## config.mk

```make
export PLATFORM = sky130hd
export DESIGN_NAME = imem_port_arb
export DESIGN_NICKNAME = d
export VERILOG_FILES = /design/src/rtl/imem_port_arb_pkg.sv /design/src/rtl/imem_addr_chk.sv /design/src/rtl/imem_port_arb.sv
export SDC_FILE = /design/constraint.sdc
export NUM_CORES = 1
export LEC_CHECK = 0
export ABC_AREA = 1
export CORE_AREA = 5 5 92 94
export CTS_CLUSTER_DIAMETER = 40
export DETAILED_ROUTE_END_ITERATION = 12
export DIE_AREA = 0 0 97 99
export GPL_TIMING_DRIVEN = 0
export PLACE_DENSITY = 0.75
export RECOVER_POWER = 25
export SYNTH_ARGS = -nofsm -noshare
export SYNTH_HDL_FRONTEND = slang
export SYNTH_SLANG_ARGS = --single-unit
```

## constraint.sdc

```tcl
create_clock -name clk -period 1.96 [get_ports clk]
set_clock_uncertainty 0.2 [all_clocks]
set_input_delay 0.294 -clock clk [delete_from_list [all_inputs] [get_ports clk]]
set_output_delay 0.294 -clock clk [all_outputs]
set_load 0.005 [all_outputs]
```

## src/rtl/imem_port_arb_pkg.sv

```systemverilog
// Shared types and constants for the instruction-memory port arbiter.
package imem_port_arb_pkg;

  typedef enum logic [1:0] {
    ST_HOLD  = 2'd0,
    ST_RUN   = 2'd1,
    ST_DRAIN = 2'd2
  } state_e;

  typedef enum logic [1:0] {
    OWN_NONE  = 2'd0,
    OWN_FETCH = 2'd1,
    OWN_LOAD  = 2'd2
  } owner_e;

  typedef struct packed {
    owner_e owner;
    logic   err;
  } tag_t;

  localparam logic [31:0] RV_NOP = 32'h0000_0013;

endpackage

```

## src/rtl/imem_addr_chk.sv

```systemverilog
// Byte-address legality check and word-address extraction for one port.
module imem_addr_chk #(
  parameter int IROM_SPACE = 1024,
  parameter int AW         = $clog2(IROM_SPACE)
) (
  input  logic [31:0]   addr,
  output logic          err,
  output logic [AW-1:0] word_addr
);

  // IROM_SPACE is a power of two, so any set bit above the word index is out of range
  assign err       = (addr[1:0] != 2'b00) || (|addr[31:AW+2]);
  assign word_addr = addr[AW+1:2];

endmodule

```

## src/rtl/imem_port_arb.sv

```systemverilog
// Instruction-memory port arbiter between IF fetch and the program loader,
// plus the boot HOLD/RUN/DRAIN sequencer that drives cpu_hold.
//   state | meaning
//   HOLD  | CPU stalled, only the loader is serviced
//   RUN   | fetch and loader arbitrated, loader-priority with starvation cap
//   DRAIN | halt seen; no new fetch grants, back to HOLD next cycle
module imem_port_arb
  import imem_port_arb_pkg::*;
#(
  parameter int IROM_SPACE   = 1024,
  parameter int MAX_LD_BURST = 4
) (
  input  logic                          clk,
  input  logic                          rst,
  input  logic                          boot_done,
  input  logic                          halt_req,
  output logic                          cpu_hold,
  input  logic                          fetch_req,
  input  logic [31:0]                   fetch_addr,
  output logic                          fetch_gnt,
  output logic                          fetch_rvalid,
  output logic [31:0]                   fetch_rdata,
  input  logic                          ld_req,
  input  logic                          ld_we,
  input  logic [31:0]                   ld_addr,
  input  logic [31:0]                   ld_wdata,
  output logic                          ld_gnt,
  output logic                          ld_rvalid,
  output logic [31:0]                   ld_rdata,
  output logic                          ld_err,
  output logic                          mem_en,
  output logic                          mem_we,
  output logic [$clog2(IROM_SPACE)-1:0] mem_addr,
  output logic [31:0]                   mem_wdata,
  input  logic [31:0]                   mem_rdata
);

  localparam int AW = $clog2(IROM_SPACE);
  localparam int SW = $clog2(MAX_LD_BURST + 1);
  localparam logic [SW-1:0] STARVE_MAX = SW'(MAX_LD_BURST);

  state_e        state_q, state_d;
  logic          cpu_hold_q, cpu_hold_d;
  logic [SW-1:0] starve_q, starve_d;
  tag_t          tag_q, tag_d;

  logic          f_err, l_err;
  logic [AW-1:0] f_word, l_word;
  logic          fetch_elig;

  imem_addr_chk #(.IROM_SPACE(IROM_SPACE), .AW(AW)) u_chk_fetch (
    .addr      (fetch_addr),
    .err       (f_err),
    .word_addr (f_word)
  );

  imem_addr_chk #(.IROM_SPACE(IROM_SPACE), .AW(AW)) u_chk_ld (
    .addr      (ld_addr),
    .err       (l_err),
    .word_addr (l_word)
  );

  always_ff @(posedge clk or negedge rst) begin
    if (!rst) begin
      state_q    <= ST_HOLD;
      cpu_hold_q <= 1'b1;
      starve_q   <= '0;
      tag_q      <= '{owner: OWN_NONE, err: 1'b0};
    end else begin
      state_q    <= state_d;
      cpu_hold_q <= cpu_hold_d;
      starve_q   <= starve_d;
      tag_q      <= tag_d;
    end
  end

  always_comb begin
    state_d = state_q;
    case (state_q)
      ST_HOLD:  if (boot_done && !halt_req) state_d = ST_RUN;
      ST_RUN:   if (halt_req) state_d = ST_DRAIN;
      ST_DRAIN: state_d = ST_HOLD;
      default:  state_d = ST_HOLD;
    endcase
    cpu_hold_d = (state_d != ST_RUN);
  end

  // Grants are combinational; gating with rst keeps every output low while reset is held
  always_comb begin
    fetch_elig = rst && fetch_req && (state_q == ST_RUN);
    ld_gnt     = rst && ld_req && (!fetch_elig || (starve_q != STARVE_MAX));
    fetch_gnt  = fetch_elig && !ld_gnt;

    mem_en    = 1'b0;
    mem_we    = 1'b0;
    mem_addr  = '0;
    mem_wdata = '0;
    tag_d     = '{owner: OWN_NONE, err: 1'b0};

    if (ld_gnt) begin
      if (l_err) begin
        tag_d = '{owner: OWN_LOAD, err: 1'b1};
      end else begin
        mem_en   = 1'b1;
        mem_addr = l_word;
        if (ld_we) begin
          mem_we    = 1'b1;
          mem_wdata = ld_wdata;
        end else begin
          tag_d = '{owner: OWN_LOAD, err: 1'b0};
        end
      end
    end else if (fetch_gnt) begin
      tag_d = '{owner: OWN_FETCH, err: f_err};
      if (!f_err) begin
        mem_en   = 1'b1;
        mem_addr = f_word;
      end
    end

    starve_d = starve_q;
    if (fetch_gnt || !fetch_req) starve_d = '0;
    else if (ld_gnt && fetch_elig && (starve_q != STARVE_MAX)) starve_d = starve_q + 1'b1;
  end

  always_comb begin
    cpu_hold     = cpu_hold_q;
    fetch_rvalid = (tag_q.owner == OWN_FETCH);
    ld_rvalid    = (tag_q.owner == OWN_LOAD) && !tag_q.err;
    ld_err       = (tag_q.owner == OWN_LOAD) && tag_q.err;
    fetch_rdata  = '0;
    ld_rdata     = '0;
    if (fetch_rvalid) fetch_rdata = tag_q.err ? RV_NOP : mem_rdata;
    if (ld_rvalid)    ld_rdata    = mem_rdata;
  end

endmodule
```

==> impl_metrics.tcl, run 1 <==
set metrics [dict create \
    status "finished, violations left" \
    failed_checks "setup timing" \
    io_buffers 248 \
    required_ns 1.47 \
    syn_avg_cell_area_um2 5.08 \
    insertion_delay_ns 0.23 \
    power.total_w 0.000909 \
    reg2reg_depth 11 \
    start_util_pct 20.2 \
    ir_drop_mv 0.190 \
    syn_inst 301 \
    p_leak_nw 2.52 \
    synth_common_cells "nor2_1 (95), inv_1 (78), nand2_1 (32), nor2_2 (29), nand3_1 (25)" \
    routed_wl_um 9590 \
    grtUsageTotal_pct 18.0 \
    ys_top_cells_by_area "nor2_1 (23%), inv_1 (19%), dfrtp_1 (13%), nor2_2 (12%), nand3_1 (8.2%)" \
    row_count 32 \
    p_per_area_nw_per_um2 198 \
    r2r-start "starve_q[1]" \
    worst_pin_slew_ns 0.393 \
    ys_types 22 \
    period_minus_slack_ns 2.34 \
    finalInstanceArea_um2 4600 \
    hp-class "flop to flop" \
    syn2layout_area_growth_pct 201 \
    slew_viol_final 0 \
    nets 729 \
    wl_per_cell_um 13.8 \
    clock_path_buffers 2 \
    vias_per_cell 4.12 \
    die-area_um2 9600 \
    numCtsBuffers 3 \
    drc 0 \
    antenna_found_initial 0 \
    final-hold-violation-count 0 \
    criticalPathCategory "flop to primary output" \
    whs_path_depth 1 \
    core-area_um2 7570 \
    worst_slack_ns -0.382 \
    r2r-end "starve_q[0]" \
    syn-cell-area_um2 1530 \
    gr-total-overflow 0 \
    fmax_ghz 0.427 \
    hold_start "state_q[1]" \
    hpwlAfterDp_um 7600 \
    rsz0062_at_grt "yes" \
    setup-violations-final 46 \
    synth_edf_count 0 \
    synth_flop_cell "dfrtp_1" \
    cts.sinks 9 \
    period_share_pct 119 \
    cts.htree.levels 1 \
    vias 2854 \
    start_kind "flop" \
    synth_fp_nets 438 \
    gp_congestion 0.878 \
    whs_ns 0.261 \
    synth-async-reset-ratio_pct 100 \
    grt_max_degree 12 \
    rrSetupSlack_ns 0.11 \
    synth_top_area_share_pct 23.3 \
    hold_end "state_q[1]" \
    cts_tree "built" \
    grt_pass1_vias 2876 \
    end_kind "primary output" \
    drive_gt1_share_pct 37.1 \
    drt_iter0_drc 39 \
    drtPass1Iterations 4 \
    maxCapViolations 0 \
    yosys_warnings 0 \
    synth.largest_area_cell "nor2_1" \
    yosysMostFrequentCell "nor2_1" \
    ios 249 \
    ys_ff_latch 9 \
    synth_seq_area_share_pct 14.8 \
    fp.dieH_um 99 \
    die_width_um 97 \
    crit_fanout 5 \
    placed_area_um2 4140 \
    antennaDiodeCount 0 \
    path_clk_slew_ns 0.04 \
    cts_root_buf "clkbuf_8" \
    worstPathArrival_ns 1.85 \
    slew_headroom_pct 73.7 \
    drtAntennaViolNets 0 \
    grt_pass1_wl_um 14200 \
]
[placed cells by master, fill, tap and decap left out, types with 3 or more instances in the layout]
master / instances
dlygate4sd3_1: 3
nor2_1: 81
nand2_2: 7
clkdlybuf4s50_1: 112
inv_2: 5
nor2_2: 15
nand3_2: 13
buf_2: 35
nor2_4: 29
clkbuf_8: 6
buf_4: 17
buf_8: 7
nand2_1: 24
dlygate4sd2_1: 39
clkbuf_2: 40
a21oi_1: 4
dfrtp_1: 8
o21ai_0: 3
nand4_1: 3
buf_6: 30
clkdlybuf4s15_1: 5
inv_1: 71
nand3_1: 11
[logic make-up after synthesis]
family,after synthesis,share of synthesized area (%)
AOI/OAI and AO/OA,8,2.86
and+or+nand+nor,190,55.9
DFF,9,14.8
xor gates and xnor gates,1,0.572
adders and majority gates,2,1.64
buffers and inverters,91,24.2
[worst max path at each step]
stage	slack [ns]	startpoint	to	cells after the start
after floorplan	0.12	starve_q[0]	mem_addr[1]	9
after CTS	-0.39	starve_q[1]	mem_wdata[10]	12
after detailed placement	-1.11	rst	mem_addr[7]	9
after global placement	-1.11	rst	mem_addr[4]	9
final	-0.38	starve_q[1]	mem_wdata[14]	12
after global routing	-0.47	starve_q[1]	mem_wdata[14]	12
[state kept, by name, summed over array words and instances, names as in the netlist]
signal    cells
state_q       2
cpu_hold      1
tag_q         3
starve_q      3
[stage by stage]
stage	TNS (ns)	cells	utilization, %	worst slack [ns]
after floorplan	0	301	-	0.120
after global placement	-54.84	651	54.7	-1.11
after detailed placement	-57.19	651	54.7	-1.11
after CTS	-11.63	685	58.6	-0.388
after global routing	-16.10	693	60.8	-0.473
final	-11.82	693	60.8	-0.382
[routing by layer]
metal | GRT usage [%] | wire (um) | vias to the layer above
met2 | 34.6 | 5130 | 159
met4 | 5.62 | 173 | 0
met1 | 18.1 | 3320 | 1239
li1 | - | - | 1442
met5 | 0 | 0 | -
met3 | 6.23 | 966 | 14
[power breakdown]
| group | total, W | internal, W | leakage [nW] | switching [W] |
|---|---|---|---|---|
| clock | 0.000208 | 0.000141 | 0.0228 | 0.0000673 |
| combinational | 0.000499 | 0.000319 | 2.38 | 0.000180 |
| sequential | 0.000202 | 0.000196 | 0.118 | 0.00000527 |
| total | 0.000909 | 0.000656 | 2.52 | 0.000253 |
[what timing repair did]
item                                    in CTS  in global routing
gates resized for setup                    371                145
hold buffers                                 2                  0
endpoints found under the hold margin        8                  0
buffers inserted                            24                 11
endpoints found under the setup margin     110                 95
gates cloned                                 5                  1
pin swaps                                   34                 34
[critical path, stage by stage (launching register included)]
cell and delay (ns):
dfrtp_1 0.37, inv_2 0.06, ha_4 0.16, nand2_4 0.05, nand3b_1 0.11, nand2_2 0.09
inv_4 0.08, nand3_4 0.11, buf_12 0.16, buf_8 0.12, buf_6 0.12, nor2_2 0.06
buf_2 0.13
[area by class of cell]
type / instances / area, um2
plain buffers: 13 / 176
repair buffers: 286 / 2500
inverters: 78 / 298
fillers: 709 / 2960
multi-input cells: 201 / 1230
well taps: 102 / 128
flip-flops and latches: 9 / 226
clock buffers: 4 / 45.0
(Power assumes the default switching activity.)
==> run 2, diff against run 1 <==
--- a/config.mk
+++ b/config.mk
@@ -8,6 +8,7 @@
 export ABC_AREA = 1
 export CORE_AREA = 5 5 92 94
 export CTS_CLUSTER_DIAMETER = 40
+export CTS_CLUSTER_SIZE = 40
 export DETAILED_ROUTE_END_ITERATION = 12
 export DIE_AREA = 0 0 97 99
 export GPL_TIMING_DRIVEN = 0
==> results of run 2 <==
Same layout as run 1: the final DEF is identical, and so are final timing and power.
==> run 3, diff against run 2 <==
--- a/config.mk
+++ b/config.mk
@@ -6,13 +6,15 @@
 export NUM_CORES = 1
 export LEC_CHECK = 0
 export ABC_AREA = 1
-export CORE_AREA = 5 5 92 94
+export CELL_PAD_IN_SITES_DETAIL_PLACEMENT = 0
+export CELL_PAD_IN_SITES_GLOBAL_PLACEMENT = 1
+export CORE_MARGIN = 5
+export CORE_UTILIZATION = 12
 export CTS_CLUSTER_DIAMETER = 40
 export CTS_CLUSTER_SIZE = 40
 export DETAILED_ROUTE_END_ITERATION = 12
-export DIE_AREA = 0 0 97 99
 export GPL_TIMING_DRIVEN = 0
-export PLACE_DENSITY = 0.75
+export PLACE_DENSITY = 0.82
 export RECOVER_POWER = 25
 export SYNTH_ARGS = -nofsm -noshare
 export SYNTH_HDL_FRONTEND = slang
==> impl_metrics.tcl, run 3 (synthesis gave the netlist of run 1 again) <==
set metrics [dict create \
    antennaDiodeCount 0 \
    fillers 1343 \
    worst_slack_ns -0.408 \
    fp.dieH_um 123 \
    post-place-ws_ns -1.27 \
    fmax_ghz 0.422 \
    ios 249 \
    end_kind "primary output" \
    row_count 41 \
    hold_end "state_q[1]" \
    p_leak_nw 2.61 \
    slew_headroom_pct 74.6 \
    cts.htree.levels 1 \
    routed_wl_um 10800 \
    hp-class "flop to flop" \
    drive_gt1_share_pct 42.9 \
    hold_start "state_q[1]" \
    layout_commonest_cell "clkdlybuf4s50_1" \
    worst_pin_slew_ns 0.380 \
    io_buffers 248 \
    drc 0 \
    status "finished, violations left" \
    criticalPathCategory "flop to primary output" \
    clock_path_buffers 2 \
    die_width_um 123 \
    failed_checks "setup timing" \
    start_util_pct 12.2 \
    cts_tree "built" \
    drt_iter0_drc 115 \
    rsz0062_at_grt "yes" \
    grtUsageTotal_pct 13.1 \
    core-area_um2 12600 \
    crit_fanout 5 \
    reg2reg_depth 10 \
    whs_path_depth 1 \
    whs_ns 0.260 \
    vias 2946 \
    path_clk_slew_ns 0.04 \
    antenna_found_initial 0 \
    syn2layout_area_growth_pct 224 \
    ir_drop_mv 0.214 \
    finalInstanceArea_um2 4950 \
    period_minus_slack_ns 2.37 \
    setup-violations-final 47 \
    p_per_area_nw_per_um2 223 \
    worstPathArrival_ns 1.87 \
    cts_root_buf "clkbuf_16" \
    maxCapViolations 0 \
    slew_viol_final 0 \
    cts.sinks 9 \
    biggestRegsByFlops "starve_q x3, tag_q x3, state_q x2" \
    numCtsBuffers 3 \
    hpwlAfterDp_um 8370 \
    setup_tns_ns -15.38 \
    gr-total-overflow 0 \
    grt_pass1_vias 3180 \
    wl_per_cell_um 13.9 \
    rrSetupSlack_ns 0.13 \
    gp_congestion 0.785 \
    grt_pass1_wl_um 15800 \
    die-area_um2 15100 \
    final-hold-violation-count 0 \
    nets 742 \
    vias_per_cell 3.80 \
    drtAntennaViolNets 0 \
    crit_start "starve_q[0]" \
    post-route-util_pct 39.4 \
    r2r-start "starve_q[0]" \
    final_cell_mix "clkdlybuf4s50_1 (117), buf_2 (75), inv_1 (69)" \
    r2r-end "tag_q[0]" \
    start_kind "flop" \
    required_ns 1.47 \
    drtPass1Iterations 4 \
    placed_area_um2 4230 \
    insertion_delay_ns 0.23 \
    period_share_pct 121 \
    grt_max_degree 11 \
]
==> run 3: changes by cell type in the layout (fill, tap and decap cells not counted), sizes merged <==
cell,change
clkbuf,-28
buf,+49
dlymetal6s2s,-2
dlygate4sd2,-13
clkdlybuf4s50,+5
clkdlybuf4s15,+2
==> run 3: how the worst max path moves through the flow <==
stage | endpoint | depth (start not counted)
after CTS | mem_wdata[5] | 12
after global placement | mem_addr[1] | 9
after floorplan | mem_addr[1] | 9
final | mem_wdata[3] | 12
after detailed placement | mem_addr[6] | 9
after global routing | mem_wdata[3] | 12
==> run 3: stage by stage <==
stage                     std cells  power (W)
after floorplan                 301   0.000308
after detailed placement        721   0.000687
after CTS                       775    0.00109
after global routing            776    0.00118
after global placement          721   0.000681
final                           776    0.00111
==> run 3: critical path, stage by stage (launching register included) <==
cell	delay, ns
dfrtp_1	0.38
inv_2	0.07
ha_4	0.16
nand2_4	0.05
nand3b_1	0.11
nand2_2	0.10
inv_4	0.08
nand3_4	0.08
buf_6	0.15
buf_6	0.12
buf_16	0.14
nor2_4	0.07
buf_2	0.11
==> run 3: repair_timing <==
action,4_1_cts,5_1_grt
resized for setup,470,127
hold buffers,2,0
endpoints found under the hold margin,8,0
pin swaps,31,16
buffers inserted,43,6
gates cloned,5,1
endpoints found under the setup margin,115,107
==> run 3: cell type report <==
cell class	instances	area, um2	share of cell area, %
Sequential cell	9	226	4.57
Inverter	78	298	6.01
Buffer	10	149	3.01
Clock buffer	4	78.8	1.59
Multi-Input combinational cell	201	1310	26.5
Timing Repair Buffer	302	2670	53.9
Tap cell	172	215	4.35
==> run 3: power by group <==
part | switching (W) | internal, W
clock network | 0.0000848 | 0.000272
logic | 0.000202 | 0.000343
registers | 0.00000685 | 0.000196
==> run 3: layer usage <==
metal	up-vias	track usage (%)	share of wire (%)	routed length, um
met5	-	0	0	0
met4	0	1.26	0.58	62
met3	6	4.03	12	1290
met2	179	25.9	53	5670
met1	1286	13.9	35	3750
li1	1475	-	-	-
